### src/rtl/ysyx_23060025_lsu_axi_gen2.sv
`timescale 1ns/1ps
// Single-outstanding AXI4-Lite load/store unit with byte-lane steering and error reporting.
// Optional watchdog on stalled bus transactions: define LSU_TIMEOUT_EN.
module ysyx_23060025_lsu_axi_gen2 #(
  parameter int DATA_LEN       = 32,
  parameter int ADDR_LEN       = 32,
  parameter int TIMEOUT_CYCLES = 255
) (
  input  logic                  clock,
  input  logic                  rstn,
  input  logic                  req_valid_i,
  output logic                  req_ready_o,
  input  logic [ADDR_LEN-1:0]   req_addr_i,
  input  logic [DATA_LEN-1:0]   req_wdata_i,
  input  logic                  req_load_i,
  input  logic                  req_store_i,
  input  logic [1:0]            req_size_i,
  input  logic                  req_signed_i,
  output logic                  resp_valid_o,
  input  logic                  resp_ready_i,
  output logic [DATA_LEN-1:0]   resp_rdata_o,
  output logic [1:0]            resp_err_o,
  output logic [ADDR_LEN-1:0]   addr_r_addr_o,
  output logic [2:0]            addr_r_size_o,
  output logic                  addr_r_valid_o,
  input  logic                  addr_r_ready_i,
  input  logic [DATA_LEN-1:0]   r_data_i,
  input  logic [1:0]            r_resp_i,
  input  logic                  r_valid_i,
  output logic                  r_ready_o,
  output logic [ADDR_LEN-1:0]   addr_w_addr_o,
  output logic [2:0]            addr_w_size_o,
  output logic                  addr_w_valid_o,
  input  logic                  addr_w_ready_i,
  output logic [DATA_LEN-1:0]   w_data_o,
  output logic [DATA_LEN/8-1:0] w_strb_o,
  output logic                  w_valid_o,
  input  logic                  w_ready_i,
  input  logic [1:0]            bkwd_resp_i,
  input  logic                  bkwd_valid_i,
  output logic                  bkwd_ready_o
);
  localparam int STRB_W = DATA_LEN / 8;
  localparam int OFF_W  = $clog2(STRB_W);
  localparam logic [1:0] ERR_OK    = 2'b00;
  localparam logic [1:0] ERR_BUS   = 2'b01;
  localparam logic [1:0] ERR_ALIGN = 2'b10;
  localparam logic [1:0] ERR_TMO   = 2'b11;

  typedef enum logic [1:0] {IDLE = 2'd0, ADDR = 2'd1, RESP = 2'd2, DONE = 2'd3} state_e;

  state_e              state_q, state_d;
  logic                load_q, load_d;
  logic                signed_q, signed_d;
  logic [1:0]          size_q, size_d;
  logic [ADDR_LEN-1:0] addr_q, addr_d;
  logic [DATA_LEN-1:0] wdata_q, wdata_d;
  logic [STRB_W-1:0]   strb_q, strb_d;
  logic                aw_done_q, aw_done_d;
  logic                w_done_q, w_done_d;
  logic [DATA_LEN-1:0] rdata_q, rdata_d;
  logic [1:0]          err_q, err_d;
  logic                illegal_s;
`ifdef LSU_TIMEOUT_EN
  localparam int CNT_W = $clog2(TIMEOUT_CYCLES + 1);
  logic [CNT_W-1:0]    cnt_q, cnt_d;
  logic                drain_q, drain_d;
`endif

  function automatic logic misaligned(input logic [2:0] a, input logic [1:0] sz);
    case (sz)
      2'd0:    misaligned = 1'b0;
      2'd1:    misaligned = a[0];
      2'd2:    misaligned = |a[1:0];
      2'd3:    misaligned = |a[2:0];
      default: misaligned = 1'b0;
    endcase
  endfunction

  function automatic logic [STRB_W-1:0] lane_strb(input logic [OFF_W-1:0] off, input logic [1:0] sz);
    int lo;
    int hi;
    lo = int'(off);
    hi = lo + (32'sd1 << sz);
    for (int i = 0; i < STRB_W; i++) lane_strb[i] = (i >= lo) && (i < hi);
  endfunction

  // Truncate the lane-aligned beat to the access size, then zero/sign extend.
  function automatic logic [DATA_LEN-1:0] load_ext(input logic [DATA_LEN-1:0] raw,
                                                   input logic [1:0] sz, input logic sgn);
    int   nb;
    logic msb;
    nb  = 32'sd8 << sz;
    msb = 1'b0;
    for (int i = 0; i < DATA_LEN; i++) msb = (i == nb - 1) ? raw[i] : msb;
    for (int i = 0; i < DATA_LEN; i++) load_ext[i] = (i < nb) ? raw[i] : (sgn & msb);
  endfunction

  assign illegal_s = misaligned(req_addr_i[2:0], req_size_i)
                   | ((req_size_i == 2'd3) && (DATA_LEN == 32))
                   | (req_load_i & req_store_i);

  // Next-state and datapath update
  always_comb begin
    state_d   = state_q;
    load_d    = load_q;
    signed_d  = signed_q;
    size_d    = size_q;
    addr_d    = addr_q;
    wdata_d   = wdata_q;
    strb_d    = strb_q;
    aw_done_d = aw_done_q;
    w_done_d  = w_done_q;
    rdata_d   = rdata_q;
    err_d     = err_q;
`ifdef LSU_TIMEOUT_EN
    cnt_d     = cnt_q;
    drain_d   = drain_q;
`endif
    case (state_q)
      IDLE: begin
        if (req_valid_i) begin
          load_d    = req_load_i;
          signed_d  = req_signed_i;
          size_d    = req_size_i;
          addr_d    = req_addr_i;
          wdata_d   = req_wdata_i << {req_addr_i[OFF_W-1:0], 3'b000};
          strb_d    = lane_strb(req_addr_i[OFF_W-1:0], req_size_i);
          aw_done_d = 1'b0;
          w_done_d  = 1'b0;
          rdata_d   = '0;
          err_d     = ERR_OK;
`ifdef LSU_TIMEOUT_EN
          cnt_d     = '0;
          drain_d   = 1'b0;
`endif
          if (illegal_s) begin
            state_d = DONE;
            err_d   = ERR_ALIGN;
          end else if (!req_load_i && !req_store_i) begin
            state_d = DONE;
          end else begin
            state_d = ADDR;
          end
        end else begin
          state_d = IDLE;
        end
      end
      ADDR: begin
        if (load_q) begin
          state_d = addr_r_ready_i ? RESP : ADDR;
        end else begin
          // AW and W complete independently; advance once both have fired.
          aw_done_d = aw_done_q | addr_w_ready_i;
          w_done_d  = w_done_q | w_ready_i;
          state_d   = (aw_done_d && w_done_d) ? RESP : ADDR;
        end
      end
      RESP: begin
        if (load_q && r_valid_i) begin
          state_d = DONE;
          rdata_d = load_ext(r_data_i >> {addr_q[OFF_W-1:0], 3'b000}, size_q, signed_q);
          err_d   = (r_resp_i != 2'b00) ? ERR_BUS : ERR_OK;
        end else if (!load_q && bkwd_valid_i) begin
          state_d = DONE;
          err_d   = (bkwd_resp_i != 2'b00) ? ERR_BUS : ERR_OK;
        end else begin
          state_d = RESP;
        end
      end
      DONE: begin
        state_d = resp_ready_i ? IDLE : DONE;
      end
      default: begin
        state_d = IDLE;
      end
    endcase
`ifdef LSU_TIMEOUT_EN
    // A handshake in the final cycle wins over the watchdog.
    if (state_q == ADDR || state_q == RESP) begin
      cnt_d = cnt_q + 1'b1;
      if (state_d == state_q && cnt_q >= CNT_W'(TIMEOUT_CYCLES - 1)) begin
        state_d = DONE;
        err_d   = ERR_TMO;
        drain_d = 1'b1;
      end else begin
        drain_d = drain_q;
      end
    end else begin
      cnt_d = cnt_d;
    end
`endif
  end

  // State and datapath registers
  always_ff @(posedge clock or negedge rstn) begin
    if (!rstn) begin
      state_q   <= IDLE;
      load_q    <= 1'b0;
      signed_q  <= 1'b0;
      size_q    <= 2'd0;
      addr_q    <= '0;
      wdata_q   <= '0;
      strb_q    <= '0;
      aw_done_q <= 1'b0;
      w_done_q  <= 1'b0;
      rdata_q   <= '0;
      err_q     <= ERR_OK;
`ifdef LSU_TIMEOUT_EN
      cnt_q     <= '0;
      drain_q   <= 1'b0;
`endif
    end else begin
      state_q   <= state_d;
      load_q    <= load_d;
      signed_q  <= signed_d;
      size_q    <= size_d;
      addr_q    <= addr_d;
      wdata_q   <= wdata_d;
      strb_q    <= strb_d;
      aw_done_q <= aw_done_d;
      w_done_q  <= w_done_d;
      rdata_q   <= rdata_d;
      err_q     <= err_d;
`ifdef LSU_TIMEOUT_EN
      cnt_q     <= cnt_d;
      drain_q   <= drain_d;
`endif
    end
  end

  assign req_ready_o    = (state_q == IDLE);
  assign resp_valid_o   = (state_q == DONE);
  assign resp_rdata_o   = rdata_q;
  assign resp_err_o     = err_q;
  assign addr_r_addr_o  = addr_q;
  assign addr_w_addr_o  = addr_q;
  assign addr_r_size_o  = {1'b0, size_q};
  assign addr_w_size_o  = {1'b0, size_q};
  assign w_data_o       = wdata_q;
  assign w_strb_o       = strb_q;
  assign addr_r_valid_o = (state_q == ADDR) && load_q;
  assign addr_w_valid_o = (state_q == ADDR) && !load_q && !aw_done_q;
  assign w_valid_o      = (state_q == ADDR) && !load_q && !w_done_q;
`ifdef LSU_TIMEOUT_EN
  // After a timeout, stray R/B beats are swallowed while idle.
  assign r_ready_o      = ((state_q == RESP) && load_q) || ((state_q == IDLE) && drain_q);
  assign bkwd_ready_o   = ((state_q == RESP) && !load_q) || ((state_q == IDLE) && drain_q);
`else
  assign r_ready_o      = (state_q == RESP) && load_q;
  assign bkwd_ready_o   = (state_q == RESP) && !load_q;
`endif

endmodule

### config.mk
export PLATFORM = sky130hd
export DESIGN_NAME = ysyx_23060025_lsu_axi_gen2
export DESIGN_NICKNAME = d
export VERILOG_FILES = /design/src/rtl/ysyx_23060025_lsu_axi_gen2.sv
export SDC_FILE = /design/constraint.sdc
export NUM_CORES = 1
export LEC_CHECK = 0
export BUFFER_PORTS_ARGS = -buffer_cell sky130_fd_sc_hd__buf_2
export CAP_MARGIN = 0
export CORE_ASPECT_RATIO = 0.9
export CORE_MARGIN = 10
export CORE_UTILIZATION = 30
export DETAILED_ROUTE_END_ITERATION = 7
export PLACE_DENSITY = 0.64
export SYNTH_ARGS = -nofsm -noshare
export SYNTH_HDL_FRONTEND = slang
export SYNTH_SLANG_ARGS = --single-unit
### constraint.sdc
create_clock -name clock -period 2.73 [get_ports clock]
set_clock_uncertainty 0.2 [all_clocks]
set_input_delay 0.1365 -clock clock [delete_from_list [all_inputs] [get_ports clock]]
set_output_delay 0.1365 -clock clock [all_outputs]
set_load 0.005 [all_outputs]
# --- Word-level counts from Yosys, hierarchy flattened ---
# Index checks and enable logic that the tools add are counted.
op_classes:
  bitwise: 6
  magnitude_cmp: 39
  mul: 0
  n_mux: 90
  n_eq_ne: 41
  n_div: 0
  shifts: 4
  reduce_logical: 31
  add_sub_neg: 2
ops:
  columns: ["cell", "n"]
  rows:
  - ["equality test 6 x 32 -> 1 bit, first input constant", 16]
  - ["< comparator 6 x 32 -> 1 bit, first input constant", 16]
  - ["equality test 5 x 32 -> 1 bit, first input constant", 8]
  - ["< comparator 5 x 32 -> 1 bit, first input constant", 8]
  - ["equality test 4 x 32 -> 1 bit, first input constant", 4]
  - ["< comparator 3 x 32 -> 1 bit, first input constant", 4]
  - ["< comparator 4 x 32 -> 1 bit, first input constant", 4]
  - ["two-way mux 1 bit", 71]
  - ["equality test 3 x 32 -> 1 bit, first input constant", 2]
  - ["< comparator 1 x 32 -> 1 bit, first input constant", 2]
  - ["< comparator 2 x 32 -> 1 bit, first input constant", 2]
  - ["two-way mux 32 bit", 2]
  - ["case mux 32 bit (2 select lines)", 1]
  - ["adder 3 x 32 -> 32 bit", 1]
  - ["equality test 2 x 32 -> 1 bit, first input constant", 1]
  - ["logical NOT 32 bit", 1]
  - ["<< shifter 1 x 2 -> 32 bit, first input constant", 1]
  - ["<< shifter 32 x 5 -> 32 bit", 1]
  - ["<< shifter 4 x 2 -> 32 bit, first input constant", 1]
  - [">> shifter 32 x 5 -> 32 bit", 1]
  - ["subtractor 32 x 2 -> 32 bit, second input constant", 1]
  - ["two-way mux 2 bit", 11]
  - ["logical AND 1 bit", 13]
  - ["AND reduction 3 bit", 3]
  - ["other kinds (18)", 38]
word_totals:
  n_memories: 0
  output_inout_bits: 147
  latchBits: 0
  elab_cells: 224
  mem_bits_rw: 0
  rom_bits: 0
  ff_bits: 110
  input_bits: 114

# --- Logic depth before layout (Yosys ltp) ---
# Gate-level depths: netlist of the first run.
depth:
  word_depth: 39
  ltp_mapped: 8
  depth_no_buf: 7

# --- Least setup slack after synthesis of the first run ---
# OpenSTA, ideal clock, no wires.
synth_path:
  kind: "reg-to-reg"
  from: "register addr_q[0] (netlist: addr_r_addr_o[0])"
  to: "register rdata_q[16] (netlist: resp_rdata_o[16])"
  path_buffers: 1
  t_required_ns: 2.404
  stages_incl_launch_ff: 6
  slack_ns: 0.741
  synth_period_minus_slack_ns: 1.989
  t_arrival_ns: 1.663
  setup_time_ns: 0.126
  path_cell_list: "dfrtp_1 > mux4_2 > mux2i_2 > nor4b_4 > buf_6 > a221o_1"
synth_via:
  elab_chain_cells: 37
synth_rtl:
  columns: ["item", "line", "rtl"]
  rows:
  - ["start, declared", "56", "logic [ADDR_LEN-1:0] addr_q, addr_d;"]
  - ["start signal, assigned", "218", "addr_q <= addr_d;"]
  - [">> shifter 32 x 5 -> 32 bit *", "162", "rdata_d = load_ext(r_data_i >> {addr_q[OFF_W-1:0], 3'b000}, size_q, signed_q);"]
  - ["two-way mux 1 bit (32 in series)", "95", "for (int i = 0; i < DATA_LEN; i++) msb = (i == nb - 1) ? raw[i] : msb;"]
  - ["AND 1 bit", "96", "for (int i = 0; i < DATA_LEN; i++) load_ext[i] = (i < nb) ? raw[i] : (sgn & msb);"]
  - ["two-way mux 1 bit *", "96", null]
  - ["two-way mux 32 bit *", "160", "if (load_q && r_valid_i) begin"]
  - ["case mux 32 bit (2 select lines) *", "120", "case (state_q)"]
  - ["end signal, assigned", "223", "rdata_q <= rdata_d;"]
  - ["end, declared", "61", "logic [DATA_LEN-1:0] rdata_q, rdata_d;"]
# Mark *: on every way between the ends. The rest lies on a longest branch, timed or not. The select of a mux whose other input is x is not followed.
# A chain may end at the register's enable or synchronous reset.

# --- Worst setup path after layout of the first run ---
layout_path:
  from: "register state_q[0]"
  to: "register wdata_q[24] (netlist: w_data_o[24])"
layout_via:
  elab_chain_cells: 2
layout_rtl:
  columns: ["item", "line", "rtl"]
  rows:
  - ["start, declared", "52", "state_e state_q, state_d;"]
  - ["start signal, assigned", "214", "state_q <= state_d;"]
  - ["logical NOT 2 bit", "120", null]
  - ["AND reduction 2 bit (no source line)", null, null]
  - ["end signal, assigned", "219", "wdata_q <= wdata_d;"]
  - ["end, declared", "57", "logic [DATA_LEN-1:0] wdata_q, wdata_d;"]
# No other way between the ends.

==> impl_metrics.tcl, run 1 <==
set metrics [dict create \
    cellPowerDensity_nw_per_um2 927 \
    die_area_um2 24400 \
    tritoncts.num_buffers 9 \
    post-dp-hpwl_um 14900 \
    wire_per_inst_um 18.1 \
    endpoint_kind "flop" \
    final_period_minus_worst_setup_slack_ns 2.61 \
    synthCells 575 \
    cp_slowest_stage_delay_ns 0.56 \
    run_status "finished, final reports clean" \
    yosys_register_bits 110 \
    numPortBuffers 258 \
    critPathLaunchType "flop" \
    antenna_found_initial 4 \
    core_um2 18300 \
    detail_route.vias_per_cell 4.71 \
    groute.usage.overall_pct 16.4 \
    nFillCells 1752 \
    gpl.final_weighted_congestion 0.863 \
    clock_tree_root_driver_cell "clkbuf_16" \
    fin_util_pct 44.2 \
    clkTransAtPathRegs_ns 0.08 \
    vdd.ir_drop.worst_mv 0.464 \
    setup_violations 0 \
    post_route_cells_drive_above_1_share_pct 35.7 \
    tightest_slew_ns 0.900 \
    skew_pair_late_insertion_delay_ns 0.36 \
    clock_sink_count 110 \
    setup_repair_after_global_routing_missed_its_margin "true" \
    antenna_left 0 \
    wl_um 20500 \
    synthFlopType "dfrtp_1" \
    final_min_period_over_clock_period_pct 95.5 \
    critPathLaunch "state_q[0]$_DFF_PN0_" \
    stdcell_area_um2 8110 \
    holdPathEnd "w_data_o[16]$_DFFE_PN0P_" \
    hold_viol_final 0 \
    die_width_um 164 \
    route.detailed.drc 0 \
    start_util_pct 30.4 \
    critPathArrivalTime_ns 2.71 \
    postLayoutSetupSlackWorst_ns 0.123 \
    drt_iter0_drc 374 \
    p_leak_nw 4.27 \
    synthesized_cell_area_um2 5570 \
    timing.rr.end "w_data_o[24]$_DFFE_PN0P_" \
    min_delay_path_depth 5 \
    r2r_start "state_q[0]$_DFF_PN0_" \
    timing.fmax_ghz 0.384 \
    critPathTopFamily "simple AND/OR/NAND/NOR gates" \
    placement_stage_worst_setup_slack_ns 0.359 \
    finalHoldWorstSlack_ns 0.0148 \
    hold_class "in2reg" \
    vias 5339 \
    final_net_count 998 \
    die-height_um 149 \
    timing.critical_path.cells "nand2b_1 -> or2_4 -> nor3_4 -> a22oi_1 -> o21ai_0 -> dlygate4sd3_1" \
    async_flop_share_pct 100 \
    synth-seq-area-share_pct 49.4 \
    crit_buf_inv 1 \
    grt_start_max_net_pins 61 \
    max_cap_viols 0 \
    grt_first_pass_wirelength_um 31800 \
    post_synth_edffs 0 \
    worst-r2r-cell-count 6 \
    crit_path_kind "reg2reg" \
    overflow 0 \
    reg2reg_setup_slack_ns 0.12 \
    relSlewSlack_pct 39.7 \
    number_of_pins_with_negative_max_slew_slack_in_the_final_report 0 \
    placement_rows 47 \
    critPathSlowestCell "dlygate4sd3_1" \
    htree_levels 3 \
    flow.area_growth_from_synthesis_pct 45.6 \
    path_max_fanout 32 \
    vias_in_the_first_global_route 5606 \
    yosysUniqueCellTypes 48 \
    hp-start "req_wdata_i[8]" \
    timing.critical_path.required_ns 2.83 \
    place_area_um2 6860 \
    ctsResizeCount 0 \
    yosys_warnings 0 \
    syn-mean-instance-area_um2 9.69 \
    pin_count 261 \
    drt_pre_antenna_iters 4 \
    cts-root-to-sink-buffers 2 \
    tritoncts "yes" \
    design_power_total_mw 7.52 \
]
==> Yosys cell counts (2+ instances only) <==
master / number / area share (%)
nor3_1: 4 / 0.36
o21ai_0: 30 / 2.7
o211ai_1: 7 / 0.94
nand2b_1: 4 / 0.45
nand2_1: 161 / 11
mux2i_1: 30 / 5.4
buf_4: 38 / 5.1
buf_2: 11 / 0.99
mux2_2: 16 / 3.2
o31ai_1: 8 / 1.1
a31oi_1: 2 / 0.22
a221o_1: 16 / 2.9
a21o_1: 3 / 0.40
a22oi_1: 2 / 0.27
o22ai_1: 2 / 0.22
conb_1: 2 / 0.13
nand3_1: 2 / 0.18
clkbuf_1: 20 / 1.3
a21oi_1: 25 / 2.2
a211oi_1: 4 / 0.54
inv_1: 2 / 0.13
nor2_1: 21 / 1.4
nor2b_1: 5 / 0.56
dfrtp_1: 110 / 49
buf_6: 2 / 0.40
a22o_1: 22 / 3.5
ha_1: 3 / 0.67
buf_1: 3 / 0.20
==> metrics by stage <==
step	std cells	TNS [ns]
floorplan	577	0
global placement	1018	0
detailed placement	1018	0
CTS	1128	0
global route	1132	-0.0687
finish	1133	0
==> worst max path at each step <==
stage / endpoint / depth (start not counted) / slack (ns)
floorplan: resp_rdata_o[16]$_DFFE_PN0P_ / 5 / 0.74
global placement: resp_rdata_o[26]$_DFFE_PN0P_ / 5 / 0.48
detailed placement: resp_rdata_o[18]$_DFFE_PN0P_ / 5 / 0.36
CTS: w_data_o[24]$_DFFE_PN0P_ / 6 / 0.09
global route: w_data_o[24]$_DFFE_PN0P_ / 6 / -0.07
finish: w_data_o[24]$_DFFE_PN0P_ / 6 / 0.12
==> state kept, by name, summed over array words and instances (netlist names) <==
| name | count |
|---|---|
| size_q | 2 |
| aw_done_q | 1 |
| state_q | 2 |
| w_done_q | 1 |
| w_data_o | 32 |
| w_strb_o | 4 |
| addr_r_addr_o | 32 |
| load_q | 1 |
| resp_rdata_o | 32 |
| signed_q | 1 |
| resp_err_o | 2 |
==> metal layers <==
metal / global-route usage (%) / up-vias / share of wire, %
met4: 4.33 / 2 / 0.63
li1: - / 2563 / -
met3: 6.48 / 13 / 11
met5: 0 / - / 0.054
met2: 26.6 / 237 / 48
met1: 19.8 / 2524 / 41
==> cell usage in the layout (no fill, tap or decap), types with 2 or more instances in the layout <==
cell type      netlist  final
mux2_2              16     16
inv_6                0      3
inv_1                2      2
o21ai_0             30     30
a31oi_1              2      2
buf_2               11    257
nor2_2               1      2
clkbuf_16            0      9
a21o_1               3      3
dfrtp_1            110    110
mux2i_1             30     30
nor2b_1              5      5
nand2_1            161    161
buf_12               0      2
nor3_1               4      4
a221o_1             16     16
nand3_1              2      2
clkinv_4             0      2
dlygate4sd3_1        0     94
o31ai_1              8      8
o211ai_1             7      7
a21oi_1             25     25
nor2_1              21     19
buf_4               38     13
a22oi_1              2      2
conb_1               2      4
nand2b_1             4      4
a211oi_1             4      4
ha_1                 3      3
o22ai_1              2      2
a22o_1              22     22
diode_2              0      3
==> logic make-up after synthesis <==
logic type	Yosys count	share of synthesized area (%)
AOI/OAI and AO/OA	127	16.0
adders and majority gates	4	1.03
buffers and inverters	76	8.20
DFF	110	49.4
muxes	48	9.27
other	2	0.135
and+or+nand+nor	208	15.9
==> power breakdown <==
part	total [mW]	internal, mW	switching [mW]
clock	1.31	0.640	0.671
combinational	3.28	1.62	1.67
sequential	2.92	2.32	0.599
total	7.52	4.58	2.94
==> worst register-to-register path, stage by stage, from the launching register on <==
cell	delay, ns
dfrtp_1	0.48
nand2b_1	0.26
or2_4	0.41
nor3_4	0.43
a22oi_1	0.13
o21ai_0	0.09
dlygate4sd3_1	0.56
==> repair_timing <==
action                                  4_1_cts  5_1_grt
hold endpoints to repair                    173        0
endpoints found under the setup margin        0        1
hold buffers                                 94        0
setup buffers                                 0        2
==> layout make-up <==
type,count,area (um^2),share of cell area [%]
diodes,3,7.51,0.0925
clock buffers,9,225,2.78
clock inverters,7,65.1,0.802
inverters,2,7.51,0.0925
multi-input cells,391,2380,29.4
flip-flops and latches,110,2750,33.9
well taps,245,307,3.78
repair buffers,366,2360,29.2
Note: power is estimated with default switching activity, not from simulation.
==> run 2, diff against run 1 <==
--- a/config.mk
+++ b/config.mk
@@ -12,6 +12,7 @@
 export CORE_UTILIZATION = 30
 export DETAILED_ROUTE_END_ITERATION = 7
 export PLACE_DENSITY = 0.64
+export REMOVE_ABC_BUFFERS = 1
 export SYNTH_ARGS = -nofsm -noshare
 export SYNTH_HDL_FRONTEND = slang
 export SYNTH_SLANG_ARGS = --single-unit
==> run 2 against run 1 <==
Against the previous run:
- hold slack worse by 0.0073 ns
- count of clock-buffer cells in the layout up 1
- utilization up 0.44 points
- combinational power up 2%
- first-iteration DRC count down 33%
==> impl_metrics.tcl, run 2 (same netlist as run 1, synthesis figures left out) <==
set metrics [dict create \
    gpl.final_weighted_congestion 0.800 \
    timing.critical_path.required_ns 2.77 \
    final_min_period_over_clock_period_pct 94.3 \
    wl_um 20200 \
    hold_class "in2reg" \
    setup_repair_after_global_routing_missed_its_margin "false" \
    core_um2 18300 \
    critPathSlowestCell "dlygate4sd3_1" \
    vias 5414 \
    antenna_found_initial 1 \
    post-dp-hpwl_um 14200 \
    antenna_left 0 \
    hold_viol_final 0 \
    r2r_start "state_q[0]$_DFF_PN0_" \
    most-common-layout-cells "buf_2, nand2_1, dfrtp_1" \
    vdd.ir_drop.worst_mv 0.457 \
    worst-r2r-cell-count 6 \
    cellPowerDensity_nw_per_um2 920 \
    detail_route.vias_per_cell 4.74 \
    drt_pre_antenna_iters 4 \
    overflow 0 \
    critPathArrivalTime_ns 2.61 \
    critPathLaunch "state_q[0]$_DFF_PN0_" \
    clock_tree_root_driver_cell "clkbuf_16" \
    tritoncts.num_buffers 9 \
    clkTransAtPathRegs_ns 0.08 \
    min_delay_path_depth 3 \
    path_max_fanout 36 \
    htree_levels 3 \
    timing.rr.end "w_data_o[24]$_DFFE_PN0P_" \
    place_area_um2 6880 \
    numPortBuffers 258 \
    postLayoutSetupSlackWorst_ns 0.156 \
    relSlewSlack_pct 38.8 \
    final_net_count 1009 \
    layout_commonest_cell "buf_2" \
    clock_sink_count 110 \
    die_width_um 164 \
    hp-start "req_addr_i[1]" \
    die_area_um2 24400 \
    drt_iter0_drc 252 \
    finalHoldWorstSlack_ns 0.00755 \
    design_power_total_mw 7.54 \
    holdPathEnd "addr_r_addr_o[1]$_DFFE_PN0P_" \
    reg2reg_setup_slack_ns 0.16 \
    number_of_pins_with_negative_max_slew_slack_in_the_final_report 0 \
    setup_violations 0 \
    flow.area_growth_from_synthesis_pct 47.0 \
    fin_util_pct 44.7 \
    cts-root-to-sink-buffers 2 \
    critPathLaunchType "flop" \
    vias_in_the_first_global_route 5722 \
    endpoint_kind "flop" \
    run_status "finished, final reports clean" \
    pin_count 261 \
    crit_path_kind "reg2reg" \
    placement_stage_worst_setup_slack_ns 0.373 \
    stdcell_area_um2 8190 \
    grt_start_max_net_pins 57 \
    post_route_cells_drive_above_1_share_pct 35.7 \
    grt_first_pass_wirelength_um 31400 \
    cp_slowest_stage_delay_ns 0.55 \
    timing.fmax_ghz 0.388 \
    start_util_pct 30.4 \
    tritoncts "yes" \
    placement_rows 47 \
    die-height_um 149 \
    tightest_slew_ns 0.914 \
    p_leak_nw 4.31 \
    skew_pair_late_insertion_delay_ns 0.35 \
    max_cap_viols 0 \
    wire_per_inst_um 17.7 \
    groute.usage.overall_pct 16.0 \
    timing.critical_path.cells "nand2b_1 -> or2_4 -> buf_4 -> a22oi_1 -> o21ai_0 -> dlygate4sd3_1" \
    route.detailed.drc 0 \
    final_period_minus_worst_setup_slack_ns 2.57 \
]
-- run 2: metrics by stage --
stage	cells	setup TNS, ns
floorplan	503	-30.96
global placement	1023	0
detailed placement	1023	0
CTS	1139	0
global route	1142	0
finish	1142	0
-- run 2: cell type report --
class	count	area, um^2
multi-input cells	391	2380
clock inverters	6	62.6
inverters	2	7.51
fillers	1730	10200
well taps	245	307
diodes	1	2.50
clock buffers	10	229
repair buffers	377	2450
flip-flops and latches	110	2750
-- run 2: repair_timing --
| item | 4_1_cts | 5_1_grt |
|---|---|---|
| gates resized for setup | 0 | 0 |
| setup buffers | 0 | 2 |
| hold endpoints to repair | 190 | 0 |
| endpoints found under the setup margin | 0 | 1 |
| hold buffers | 100 | 0 |
-- run 2: how the worst max path moves through the flow --
stage	to	slack, ns
floorplan	resp_rdata_o[16]$_DFFE_PN0P_	-1.01
detailed placement	resp_rdata_o[17]$_DFFE_PN0P_	0.37
global placement	resp_rdata_o[24]$_DFFE_PN0P_	0.44
global route	w_data_o[24]$_DFFE_PN0P_	0.04
CTS	w_data_o[24]$_DFFE_PN0P_	0.10
finish	w_data_o[24]$_DFFE_PN0P_	0.16
-- run 2: power by group --
group,switching (mW),internal (mW),leakage (nW)
logic,1.70,1.63,2.74
clock network,0.676,0.648,0.143
registers,0.568,2.32,1.42
-- run 2: worst max-delay path, delay by kind of cell (launching register included) --
family                 cells  cell delay [ns]
AO/OA/AOI/OAI              2             0.28
buffers and inverters      2             0.83
AND/OR/NAND/NOR            2             0.65
flip-flops                 1             0.47
-- run 2: per-layer routing --
| metal | up-vias | global-route usage [%] | share of wire [%] |
|---|---|---|---|
| li1 | 2587 | - | - |
| met1 | 2563 | 19.3 | 43 |
| met2 | 239 | 26.4 | 47 |
| met3 | 25 | 5.96 | 8.8 |
| met4 | 0 | 4.20 | 1.8 |
| met5 | - | 0 | 0 |
